File: src/rtl/riscv_constants.sv
// Shared RV32I decode constants, ALU/writeback encodings and the decoded-instruction bundle
// used by the decode stage and its combinational decoder.
package riscv_constants;

  localparam int unsigned XLEN = 32;

  typedef enum logic [4:0] {
    ALU_X,
    ALU_ADD,
    ALU_SUB,
    ALU_SLL,
    ALU_SLT,
    ALU_SLTU,
    ALU_XOR,
    ALU_SRL,
    ALU_SRA,
    ALU_OR,
    ALU_AND,
    ALU_BEQ,
    ALU_BNE,
    ALU_BLT,
    ALU_BGE,
    ALU_BLTU,
    ALU_BGEU,
    ALU_JALR
  } EXEC_FUN;

  typedef enum logic [1:0] {
    WB_ALU,
    WB_MEM,
    WB_PC4
  } WB_SEL;

  localparam logic [6:0] OPC_LUI    = 7'b0110111;
  localparam logic [6:0] OPC_AUIPC  = 7'b0010111;
  localparam logic [6:0] OPC_JAL    = 7'b1101111;
  localparam logic [6:0] OPC_JALR   = 7'b1100111;
  localparam logic [6:0] OPC_BRANCH = 7'b1100011;
  localparam logic [6:0] OPC_LOAD   = 7'b0000011;
  localparam logic [6:0] OPC_STORE  = 7'b0100011;
  localparam logic [6:0] OPC_OP_IMM = 7'b0010011;
  localparam logic [6:0] OPC_OP     = 7'b0110011;

  localparam logic [2:0] F3_ADD_SUB = 3'b000;
  localparam logic [2:0] F3_SLL     = 3'b001;
  localparam logic [2:0] F3_SLT     = 3'b010;
  localparam logic [2:0] F3_SLTU    = 3'b011;
  localparam logic [2:0] F3_XOR     = 3'b100;
  localparam logic [2:0] F3_SRL_SRA = 3'b101;
  localparam logic [2:0] F3_OR      = 3'b110;
  localparam logic [2:0] F3_AND     = 3'b111;

  localparam logic [2:0] F3_BEQ  = 3'b000;
  localparam logic [2:0] F3_BNE  = 3'b001;
  localparam logic [2:0] F3_BLT  = 3'b100;
  localparam logic [2:0] F3_BGE  = 3'b101;
  localparam logic [2:0] F3_BLTU = 3'b110;
  localparam logic [2:0] F3_BGEU = 3'b111;

  localparam logic [2:0] F3_LW   = 3'b010;
  localparam logic [2:0] F3_SW   = 3'b010;
  localparam logic [2:0] F3_JALR = 3'b000;

  localparam logic [6:0] F7_BASE = 7'b0000000;
  localparam logic [6:0] F7_ALT  = 7'b0100000;

  typedef struct packed {
    EXEC_FUN     exec_fun;
    WB_SEL       wb_sel;
    logic [31:0] data1;
    logic [31:0] data2;
    logic [31:0] store_data;
    logic [31:0] br_target;
    logic [31:0] pc;
    logic [4:0]  rd_addr;
    logic        rf_wen;
    logic        mem_wen;
    logic        is_branch;
    logic        is_jump;
    logic        illegal;
  } id_bundle_t;

  function automatic id_bundle_t idle_bundle();
    id_bundle_t b;
    b          = '0;
    b.exec_fun = ALU_X;
    b.wb_sel   = WB_ALU;
    return b;
  endfunction

  // ALU_X flags an unsupported funct3/funct7 combination for OP and OP-IMM.
  function automatic EXEC_FUN alu_op(input logic [2:0] f3, input logic [6:0] f7,
                                     input logic is_reg);
    logic base;
    logic alt;
    EXEC_FUN fun;
    base = (f7 == F7_BASE);
    alt  = (f7 == F7_ALT);
    fun  = ALU_X;
    case (f3)
      F3_ADD_SUB: begin
        if (!is_reg || base) fun = ALU_ADD;
        else if (alt)        fun = ALU_SUB;
      end
      F3_SLL:     if (base) fun = ALU_SLL;
      F3_SLT:     if (!is_reg || base) fun = ALU_SLT;
      F3_SLTU:    if (!is_reg || base) fun = ALU_SLTU;
      F3_XOR:     if (!is_reg || base) fun = ALU_XOR;
      F3_SRL_SRA: begin
        if (base)     fun = ALU_SRL;
        else if (alt) fun = ALU_SRA;
      end
      F3_OR:      if (!is_reg || base) fun = ALU_OR;
      F3_AND:     if (!is_reg || base) fun = ALU_AND;
      default:    fun = ALU_X;
    endcase
    return fun;
  endfunction

endpackage

File: src/rtl/riscv_decoder.sv
// Combinational RV32I decoder: instruction word, pc and register read data in,
// control flags and ALU operands out.
module riscv_decoder
  import riscv_constants::*;
(
  input  logic [XLEN-1:0] inst,
  input  logic [XLEN-1:0] pc,
  input  logic [XLEN-1:0] rs1_data,
  input  logic [XLEN-1:0] rs2_data,
  output logic [4:0]      rs1_addr,
  output logic [4:0]      rs2_addr,
  output id_bundle_t      dec
);

  logic [6:0]  opcode;
  logic [6:0]  funct7;
  logic [2:0]  funct3;
  logic [4:0]  rd;
  logic [31:0] imm_i;
  logic [31:0] imm_s;
  logic [31:0] imm_b;
  logic [31:0] imm_u;
  logic [31:0] imm_j;
  logic        legal;

  assign opcode   = inst[6:0];
  assign rd       = inst[11:7];
  assign funct3   = inst[14:12];
  assign rs1_addr = inst[19:15];
  assign rs2_addr = inst[24:20];
  assign funct7   = inst[31:25];

  assign imm_i = {{20{inst[31]}}, inst[31:20]};
  assign imm_s = {{20{inst[31]}}, inst[31:25], inst[11:7]};
  assign imm_b = {{19{inst[31]}}, inst[31], inst[7], inst[30:25], inst[11:8], 1'b0};
  assign imm_u = {inst[31:12], 12'b0};
  assign imm_j = {{11{inst[31]}}, inst[31], inst[19:12], inst[20], inst[30:21], 1'b0};

  always_comb begin
    dec         = idle_bundle();
    dec.pc      = pc;
    dec.rd_addr = rd;
    legal       = 1'b1;
    case (opcode)
      OPC_OP: begin
        dec.exec_fun = alu_op(funct3, funct7, 1'b1);
        dec.data1    = rs1_data;
        dec.data2    = rs2_data;
        dec.rf_wen   = 1'b1;
        legal        = (dec.exec_fun != ALU_X);
      end
      OPC_OP_IMM: begin
        dec.exec_fun = alu_op(funct3, funct7, 1'b0);
        dec.data1    = rs1_data;
        dec.data2    = (funct3 == F3_SLL || funct3 == F3_SRL_SRA) ?
                       {27'b0, inst[24:20]} : imm_i;
        dec.rf_wen   = 1'b1;
        legal        = (dec.exec_fun != ALU_X);
      end
      OPC_LUI: begin
        dec.exec_fun = ALU_ADD;
        dec.data2    = imm_u;
        dec.rf_wen   = 1'b1;
      end
      OPC_AUIPC: begin
        dec.exec_fun = ALU_ADD;
        dec.data1    = pc;
        dec.data2    = imm_u;
        dec.rf_wen   = 1'b1;
      end
      OPC_LOAD: begin
        dec.exec_fun = ALU_ADD;
        dec.data1    = rs1_data;
        dec.data2    = imm_i;
        dec.wb_sel   = WB_MEM;
        dec.rf_wen   = 1'b1;
        legal        = (funct3 == F3_LW);
      end
      OPC_STORE: begin
        dec.exec_fun   = ALU_ADD;
        dec.data1      = rs1_data;
        dec.data2      = imm_s;
        dec.store_data = rs2_data;
        dec.mem_wen    = 1'b1;
        legal          = (funct3 == F3_SW);
      end
      OPC_BRANCH: begin
        dec.data1     = rs1_data;
        dec.data2     = rs2_data;
        dec.br_target = pc + imm_b;
        dec.is_branch = 1'b1;
        case (funct3)
          F3_BEQ:  dec.exec_fun = ALU_BEQ;
          F3_BNE:  dec.exec_fun = ALU_BNE;
          F3_BLT:  dec.exec_fun = ALU_BLT;
          F3_BGE:  dec.exec_fun = ALU_BGE;
          F3_BLTU: dec.exec_fun = ALU_BLTU;
          F3_BGEU: dec.exec_fun = ALU_BGEU;
          default: legal = 1'b0;
        endcase
      end
      OPC_JAL: begin
        dec.exec_fun  = ALU_ADD;
        dec.data1     = pc;
        dec.data2     = imm_j;
        dec.br_target = pc + imm_j;
        dec.is_jump   = 1'b1;
        dec.wb_sel    = WB_PC4;
        dec.rf_wen    = 1'b1;
      end
      OPC_JALR: begin
        dec.exec_fun = ALU_JALR;
        dec.data1    = rs1_data;
        dec.data2    = imm_i;
        dec.is_jump  = 1'b1;
        dec.wb_sel   = WB_PC4;
        dec.rf_wen   = 1'b1;
        legal        = (funct3 == F3_JALR);
      end
      default: legal = 1'b0;
    endcase

    // Illegal words keep pc/rd for trap reporting but carry no side effects.
    if (!legal) begin
      dec         = idle_bundle();
      dec.pc      = pc;
      dec.rd_addr = rd;
      dec.illegal = 1'b1;
    end
    if (rd == 5'd0) dec.rf_wen = 1'b0;
  end

endmodule

File: src/rtl/riscv_id_stage.sv
// RV32I instruction-decode stage: combinational decode of the offered instruction
// captured into a single valid/ready output register.
module riscv_id_stage
  import riscv_constants::*;
#(
  parameter int unsigned WORD_LENGTH = 32
) (
  input  logic                   clk,
  input  logic                   rst,
  input  logic                   in_valid,
  output logic                   in_ready,
  input  logic [WORD_LENGTH-1:0] pc,
  input  logic [WORD_LENGTH-1:0] inst,
  input  logic                   flush,
  output logic [4:0]             rs1_addr,
  output logic [4:0]             rs2_addr,
  input  logic [WORD_LENGTH-1:0] rs1_data,
  input  logic [WORD_LENGTH-1:0] rs2_data,
  output logic                   out_valid,
  input  logic                   out_ready,
  output EXEC_FUN                exec_fun,
  output logic [WORD_LENGTH-1:0] data1,
  output logic [WORD_LENGTH-1:0] data2,
  output logic [WORD_LENGTH-1:0] store_data,
  output logic [WORD_LENGTH-1:0] br_target,
  output logic [WORD_LENGTH-1:0] out_pc,
  output logic [4:0]             rd_addr,
  output logic                   rf_wen,
  output logic                   mem_wen,
  output logic                   is_branch,
  output logic                   is_jump,
  output logic                   illegal,
  output WB_SEL                  wb_sel
);

  id_bundle_t dec;
  id_bundle_t bundle_q;
  id_bundle_t bundle_d;
  logic       valid_q;
  logic       valid_d;

  riscv_decoder u_decoder (
    .inst     (inst),
    .pc       (pc),
    .rs1_data (rs1_data),
    .rs2_data (rs2_data),
    .rs1_addr (rs1_addr),
    .rs2_addr (rs2_addr),
    .dec      (dec)
  );

  assign in_ready = !valid_q || out_ready;

  // An empty register always holds the idle bundle, so write enables stay low.
  always_comb begin
    valid_d  = valid_q;
    bundle_d = bundle_q;
    if (flush) begin
      valid_d  = 1'b0;
      bundle_d = idle_bundle();
    end else if (in_valid && in_ready) begin
      valid_d  = 1'b1;
      bundle_d = dec;
    end else if (in_ready) begin
      valid_d  = 1'b0;
      bundle_d = idle_bundle();
    end
  end

  always_ff @(posedge clk) begin
    if (rst) begin
      valid_q  <= 1'b0;
      bundle_q <= idle_bundle();
    end else begin
      valid_q  <= valid_d;
      bundle_q <= bundle_d;
    end
  end

  assign out_valid  = valid_q;
  assign exec_fun   = bundle_q.exec_fun;
  assign wb_sel     = bundle_q.wb_sel;
  assign data1      = bundle_q.data1;
  assign data2      = bundle_q.data2;
  assign store_data = bundle_q.store_data;
  assign br_target  = bundle_q.br_target;
  assign out_pc     = bundle_q.pc;
  assign rd_addr    = bundle_q.rd_addr;
  assign rf_wen     = bundle_q.rf_wen;
  assign mem_wen    = bundle_q.mem_wen;
  assign is_branch  = bundle_q.is_branch;
  assign is_jump    = bundle_q.is_jump;
  assign illegal    = bundle_q.illegal;

endmodule
File: config.mk
export PLATFORM = sky130hd
export DESIGN_NAME = riscv_id_stage
export DESIGN_NICKNAME = d
export VERILOG_FILES = /design/src/rtl/riscv_constants.sv /design/src/rtl/riscv_decoder.sv /design/src/rtl/riscv_id_stage.sv
export SDC_FILE = /design/constraint.sdc
export NUM_CORES = 1
export LEC_CHECK = 0
export CORE_AREA = 2 2 109 190
export DETAILED_ROUTE_END_ITERATION = 10
export DIE_AREA = 0 0 111 192
export PLACE_DENSITY = 0.8
export SYNTH_ARGS = -nofsm -noshare
export SYNTH_HDL_FRONTEND = slang
export SYNTH_SLANG_ARGS = --single-unit
File: constraint.sdc
create_clock -name clk -period 5 [get_ports clk]
set_input_delay 1 -clock clk [delete_from_list [all_inputs] [get_ports clk]]
set_output_delay 1 -clock clk [all_outputs]
set_load 0.02 [all_outputs]
# ---- Word-level counts from Yosys, hierarchy flattened
# Index checks and enable logic that the tools add are counted.
dict set report totals {
  regBits 178
  latch_bits 0
  mem_bits_rw 0
  rom_bits 0
  inputBits 133
  out_inout_bits 189
  wordCells 89
  n_memories 0
}
dict set report op_classes {
  addsub 2
  n_mul 0
  n_div 0
  magnitude_cmp 0
  eq_ne 17
  shifts 0
  muxes 34
  n_bitwise 0
  n_reduce_logical 22
}
# op count
set op_table {}
lappend op_table {{2-to-1 mux 177 bit} 3}
lappend op_table {{one-hot mux 32 bit (6 select lines)} 1}
lappend op_table {{one-hot mux 32 bit (2 select lines)} 2}
lappend op_table {{one-hot mux 5 bit (8 select lines)} 2}
lappend op_table {{adder 32 bit} 2}
lappend op_table {{2-to-1 mux 32 bit} 2}
lappend op_table {{one-hot mux 5 bit (6 select lines)} 1}
lappend op_table {{equality test 7 x 6 -> 1 bit (second input constant)} 4}
lappend op_table {{one-hot mux 5 bit (5 select lines)} 1}
lappend op_table {{equality test 7 bit (second input constant)} 3}
lappend op_table {{2-to-1 mux 5 bit} 4}
lappend op_table {{equality test 7 x 5 -> 1 bit (second input constant)} 2}
lappend op_table {{OR reduction 2 bit} 7}
lappend op_table {{equality test 3 bit (second input constant)} 4}
lappend op_table {{2-to-1 mux 4 bit} 3}
lappend op_table {{OR reduction 6 bit} 2}
lappend op_table {{nonzero test 5 bit} 2}
lappend op_table {{2-to-1 mux 3 bit} 3}
lappend op_table {{2-to-1 mux 1 bit} 8}
lappend op_table {{equality test 7 x 2 -> 1 bit (second input constant)} 1}
lappend op_table {{logical NOT 7 bit} 1}
lappend op_table {{OR reduction 7 bit} 1}
lappend op_table {{equality test 3 x 2 -> 1 bit (second input constant)} 2}
lappend op_table {{one-hot mux 1 bit (6 select lines)} 1}
lappend op_table {{11 further kinds} 13}

# ---- Longest topological paths before layout
dict set report logic_depth {
  ltp_word 10
  mapped_depth 17
  ltp_nobuf 15
}

# ---- Hierarchy
# Synthesis repeated with hierarchy kept, for this count alone.
dict set report unflattened {
  hier_cells 1461
  hier_area_um2 10685.2
}
# mod n_inst cells_per_inst area_each_um2 seq_area_each_um2
set by_module_without_submodules {}
lappend by_module_without_submodules {riscv_id_stage 1 793 6503.7 3563.4}
lappend by_module_without_submodules {riscv_decoder 1 668 4181.5 0.0}

# ---- Least setup slack after synthesis
# No wires, ideal clock.
dict set report synth_path {
  path_type {input to register}
  from {input inst[6]}
  to {register bundle_q, in the netlist br_target[28]}
  setup_ns 0.128
  t_arrival_ns 4.019
  required_time_ns 4.872
  path_slack_ns 0.853
  stages 16
  n_path_buf 2
  cell_sequence {clkbuf_1 > nand3b_1 > nor2_1 > nand2_1 > and2_1 > clkbuf_1 > a21o_1 > ha_1 > and2_1 > and3_1 > nand4_1 > o32ai_1 > a21boi_0 > o41ai_1 > xnor2_1 > o21ai_1}
}
dict set report synth_between {
  elab_chain_cells 5
  elab_cells_between_ends 15
  cone_classes {9 x eq/ne; 4 x mux; 2 x reduce/logical}
}
# item line_no
set synth_lines {}
lappend synth_lines {{from (decl)} riscv_id_stage.sv:13} ;# input logic [WORD_LENGTH-1:0] inst,
lappend synth_lines {{equality test 7 x 6 -> 1 bit (tied with other cells)} riscv_decoder.sv:44} ;# case (opcode)
lappend synth_lines {{OR reduction 3 bit (no source line) or OR reduction 2 bit (tied branches)} -}
lappend synth_lines {{one-hot mux 1 bit (6 select lines)} riscv_decoder.sv:44}
lappend synth_lines {{2-to-1 mux 177 bit (*)} riscv_decoder.sv:124} ;# if (!legal) begin
lappend synth_lines {{2-to-1 mux 177 bit (*)} riscv_id_stage.sv:61} ;# end else if (in_valid && in_ready) begin
lappend synth_lines {{to (signal assigned)} riscv_id_stage.sv:73} ;# bundle_q <= idle_bundle();
lappend synth_lines {{to (signal assigned)} riscv_id_stage.sv:76} ;# bundle_q <= bundle_d;
lappend synth_lines {{to (decl)} riscv_id_stage.sv:37} ;# id_bundle_t bundle_q;
# Mark *: on every way between the ends. The rest lies on a longest branch, timed or not.
# A chain may end at the register's enable or synchronous reset.

# ---- Worst setup path in the final report
dict set report layout_path {
  from {input inst[4]}
  to {register bundle_q, in the netlist br_target[31]}
}
# The elaborated chain is that of the path after synthesis.

==> impl_results.rst <==
.. list-table::
   :header-rows: 1

   * - Metric
     - Value
   * - Cell Chain, Critical Path
     - clkdlybuf4s50_1 -> nand3b_1 -> nor2_1 -> nand2_1 -> buf_4 -> nand2_1 -> nand2_1 -> fa_1 -> a21oi_1 -> nor2_1 -> o31ai_1 -> a2111oi_0 -> o41a_1 -> a211oi_1 -> xnor2_1 -> o21ai_0
   * - # IOs
     - 322
   * - Vias in the first global route
     - 8943
   * - Achievable Freq
     - 227 MHz
   * - Min cycle time layout
     - 4.41 ns
   * - Area share of and/or/nand/nor cells after synthesis
     - 18.2%
   * - Worst-case clock buffer depth
     - 2
   * - DRC marker count from the first detailed-route iteration
     - 1023
   * - Data required time of the worst path
     - 5.30 ns
   * - Maximum number of pins on one net before global-route repair
     - 96
   * - Sequential standard cell area
     - 3560 um2
   * - Clock-pin slew on the worst setup and hold paths
     - 0.06 ns
   * - Number of setup buffers added after CTS
     - 0
   * - Total global routing overflow
     - 0
   * - Placement row count
     - 68
   * - Hold bufs inserted after CTS
     - 0
   * - Final Skew
     - 0.00465 ns
   * - Synth warn
     - 0
   * - Wire length of the first global-routing pass
     - 51500 um
   * - CTS H-Tree Depth
     - 4
   * - Starting density of the core
     - 44.5%
   * - Slowest Stage Delay on Critical Path
     - 0.46 ns
   * - Worst-Margin Slew
     - 1.08 ns
   * - Count of final setup violators
     - 0
   * - Post-Syn Instances
     - 1048
   * - Headroom to the max-slew limit
     - 28.1%
   * - Fraction of layout cells with a size suffix above 1
     - 4.83%
   * - Leakage
     - 4.52 nW
   * - Total count of max-transition violations in the final report
     - 0
   * - Largest family of logic cells by synthesized area
     - compound AO/OA/AOI/OAI gates
   * - Detailed-route vias per instance
     - 5.98
   * - Placed wire-length estimate
     - 25800 um
   * - Share of synthesized area spent on multiplexers
     - 0%
   * - Layer with the highest usage
     - met2
   * - Cell type with the largest total area after synthesis
     - sky130_fd_sc_hd__dfxtp_1
   * - Root Driver
     - sky130_fd_sc_hd__clkbuf_16
   * - Path type of the worst min-delay path
     - flip-flop to flip-flop
   * - Power Density
     - 265 nW/um2
   * - TritonCTS clock tree
     - done
   * - Area occupied by multi-input gates
     - 4720 um2
   * - Total design power
     - 0.00334 W
   * - Cell Area, Synth
     - 8750 um2
   * - Top cells by area in the synthesized netlist
     - sky130_fd_sc_hd__dfxtp_1 (41%), sky130_fd_sc_hd__a22oi_1 (8.8%), sky130_fd_sc_hd__nor2_1 (6.2%)
   * - Critical Path Sink Type
     - flip-flop
   * - Peak VDD IR
     - 0.200 mV
   * - Height of the chip
     - 192 um
   * - Layout overhead on the synthesized area
     - 44.0%
   * - TritonCTS sink count
     - 178
   * - Area share of xor/xnor cells in the synthesized design
     - 2.90%
   * - Core utilization of the finished layout
     - 64.1%
   * - Synth Net Count
     - 1216
   * - Status
     - complete, no violations
   * - Number of buffers inserted during clock tree synthesis
     - 17
   * - Worst endpoint data arrival time
     - 4.71 ns
   * - Instance count after placement with tap cells included
     - 1543
   * - Core region area
     - 19700 um2
   * - DRC viols
     - 0
   * - Dominant cell type by count on the critical path
     - sky130_fd_sc_hd__nand2_1
   * - Critical path start-end classification
     - input port to flip-flop
   * - Aggregate global-route resource usage
     - 31.2%
   * - Net count, final
     - 1485
   * - Max Cap Violations
     - 0
   * - Wire length reported by the detailed router
     - 34300 um
   * - Met1 capacity usage during global routing
     - 33.1%
   * - Mean routed wirelength per cell
     - 21.9 um
   * - Final critical-path share of the clock period
     - 88.2%
   * - Post-cts sizing count
     - 0
   * - Horizontal extent of the die
     - 111 um
   * - Part of the Yosys area used for sequential elements
     - 40.7%
   * - M3 GR Usage
     - 6.47%
   * - M2 GR Usage
     - 57.4%
   * - Crit path launch type
     - input port
   * - Ys flop type
     - sky130_fd_sc_hd__dfxtp_1
   * - Share of the synthesized area in compound gates (AO/OA/AOI/OAI)
     - 27.6%
   * - Port Buffer Count
     - 321
   * - Die area
     - 21300 um2
   * - Cell variety after synth
     - 60
   * - Clock network latency to the later pin of the worst-skew pair
     - 0.44 ns
   * - Count of inserted antenna diode cells
     - 0
   * - Number of detailed-route iterations in the first pass
     - 6
   * - Initial antenna violation count
     - 1
   * - Post-synthesis share of cell area spent on full adders, half adders and majority gates
     - 5.09%
   * - Final hold vios
     - 0
   * - Async set-or-reset flop fraction in the synthesized netlist
     - 0%
   * - Synth top area share
     - 40.7%
   * - Slowest CP cell
     - sky130_fd_sc_hd__clkdlybuf4s50_1
   * - Highest net fanout along the worst path
     - 5
   * - Placer's final routability congestion estimate
     - 0.936
   * - Yosys reg bits
     - 178
   * - Antenna viol nets, final
     - 0
   * - Number of enable-type register cells in the synthesized netlist
     - 0
   * - Per-instance average area after synthesis
     - 8.35 um2
   * - Filler instances
     - 1671
   * - Via count
     - 9402
   * - Aggregate negative setup slack
     - 0 ns
   * - Setup repair after global routing missed its margin
     - false
   * - Final non-filler cell total
     - 1571
-- cells in the final DEF, fill, tap and decap left out, types with 9 or more instances in the layout --
cell / instances
sky130_fd_sc_hd__clkdlybuf4s50_1: 320
sky130_fd_sc_hd__dfxtp_1: 178
sky130_fd_sc_hd__nor2_1: 145
sky130_fd_sc_hd__nand2_1: 105
sky130_fd_sc_hd__a22oi_1: 102
sky130_fd_sc_hd__a21oi_1: 76
sky130_fd_sc_hd__nand3_1: 47
sky130_fd_sc_hd__o21ai_0: 34
sky130_fd_sc_hd__ha_1: 34
sky130_fd_sc_hd__buf_4: 23
sky130_fd_sc_hd__xnor2_1: 20
sky130_fd_sc_hd__a222oi_1: 20
sky130_fd_sc_hd__a221o_1: 20
sky130_fd_sc_hd__a21o_1: 19
sky130_fd_sc_hd__a22o_1: 19
sky130_fd_sc_hd__clkbuf_16: 17
sky130_fd_sc_hd__o21ai_1: 13
sky130_fd_sc_hd__and2_1: 11
sky130_fd_sc_hd__inv_1: 10
sky130_fd_sc_hd__nor3_1: 9
sky130_fd_sc_hd__xor2_1: 9
-- report_power, final --
part | internal [W] | switching [W] | leakage, nW
logic | 0.000234 | 0.000297 | 2.80
registers | 0.00143 | 0.00000449 | 1.44
clock network | 0.000828 | 0.000552 | 0.287
-- per-layer routing --
metal	vias to the layer above	share of wire (%)
met4	2	4.8
met3	88	5.9
met1	4538	36
met2	414	53
li1	4360	-
met5	-	0.038
-- registers in the layout (all words and copies together) (netlist names) --
name        cells
rf_wen          1
illegal         1
store_data     32
data2          32
br_target      32
wb_sel          2
out_valid       1
rd_addr         5
is_branch       1
is_jump         1
exec_fun        5
mem_wen         1
data1          32
out_pc         32
-- path summary, 6_finish.rpt --
kind	startpoint	endpoint	slack (ns)	depth (start not counted)
worst max-delay path	inst[4]	br_target[31]	0.59	16
worst min-delay path	out_pc[4]	out_pc[4]	0.45	2
worst min register to register	out_pc[4]	out_pc[4]	0.45	2
worst max register to register	out_valid	data1[5]	2.50	5
-- cells in the mapped netlist (11+ instances only) --
| library cell | instances |
|---|---|
| sky130_fd_sc_hd__buf_4 | 13 |
| sky130_fd_sc_hd__ha_1 | 34 |
| sky130_fd_sc_hd__a22oi_1 | 102 |
| sky130_fd_sc_hd__a21o_1 | 19 |
| sky130_fd_sc_hd__nor2_1 | 145 |
| sky130_fd_sc_hd__a221o_1 | 20 |
| sky130_fd_sc_hd__and2_1 | 11 |
| sky130_fd_sc_hd__o21ai_1 | 12 |
| sky130_fd_sc_hd__o21ai_0 | 35 |
| sky130_fd_sc_hd__nand2_1 | 105 |
| sky130_fd_sc_hd__clkbuf_1 | 57 |
| sky130_fd_sc_hd__a21oi_1 | 76 |
| sky130_fd_sc_hd__buf_2 | 16 |
| sky130_fd_sc_hd__a22o_1 | 19 |
| sky130_fd_sc_hd__a222oi_1 | 20 |
| sky130_fd_sc_hd__nand3_1 | 47 |
| sky130_fd_sc_hd__dfxtp_1 | 178 |
| sky130_fd_sc_hd__xnor2_1 | 20 |
-- critical path, delay by kind of cell --
kind / cells / cell delay, ns
buf+inv: 2 / 0.65
compound gates: 6 / 1.53
simple gates: 6 / 0.92
fa+ha+maj: 1 / 0.44
xor+xnor: 1 / 0.15
-- cells by family (layout without fill, tap and decap cells) --
logic type               after synthesis  after routing
AO/OA/AOI/OAI                        342            342
XOR/XNOR                              29             29
adder cells (fa/ha/maj)               35             35
buffers and inverters                104            382
flip-flops                           178            178
AND/OR/NAND/NOR                      360            360
-- final cells by class --
class	count	area share [%]
multi-input cells	766	37.5
clock buffers	23	3.87
flip-flops and latches	178	28.3
inverters	10	0.298
clock inverters	5	0.814
well taps	245	2.43
repair buffers	344	26.8
-- metrics by stage --
step	worst slack, ns	instance area [um2]	hold WS (ns)
after CTS	0.635	12600	0.451
after global routing	0.336	12600	0.462
final	0.588	12600	0.450
after floorplan	0.853	8750	0.523
after detailed placement	0.176	12000	0.442
after global placement	0.236	12000	0.432
Power figures use the tool's default switching activity.
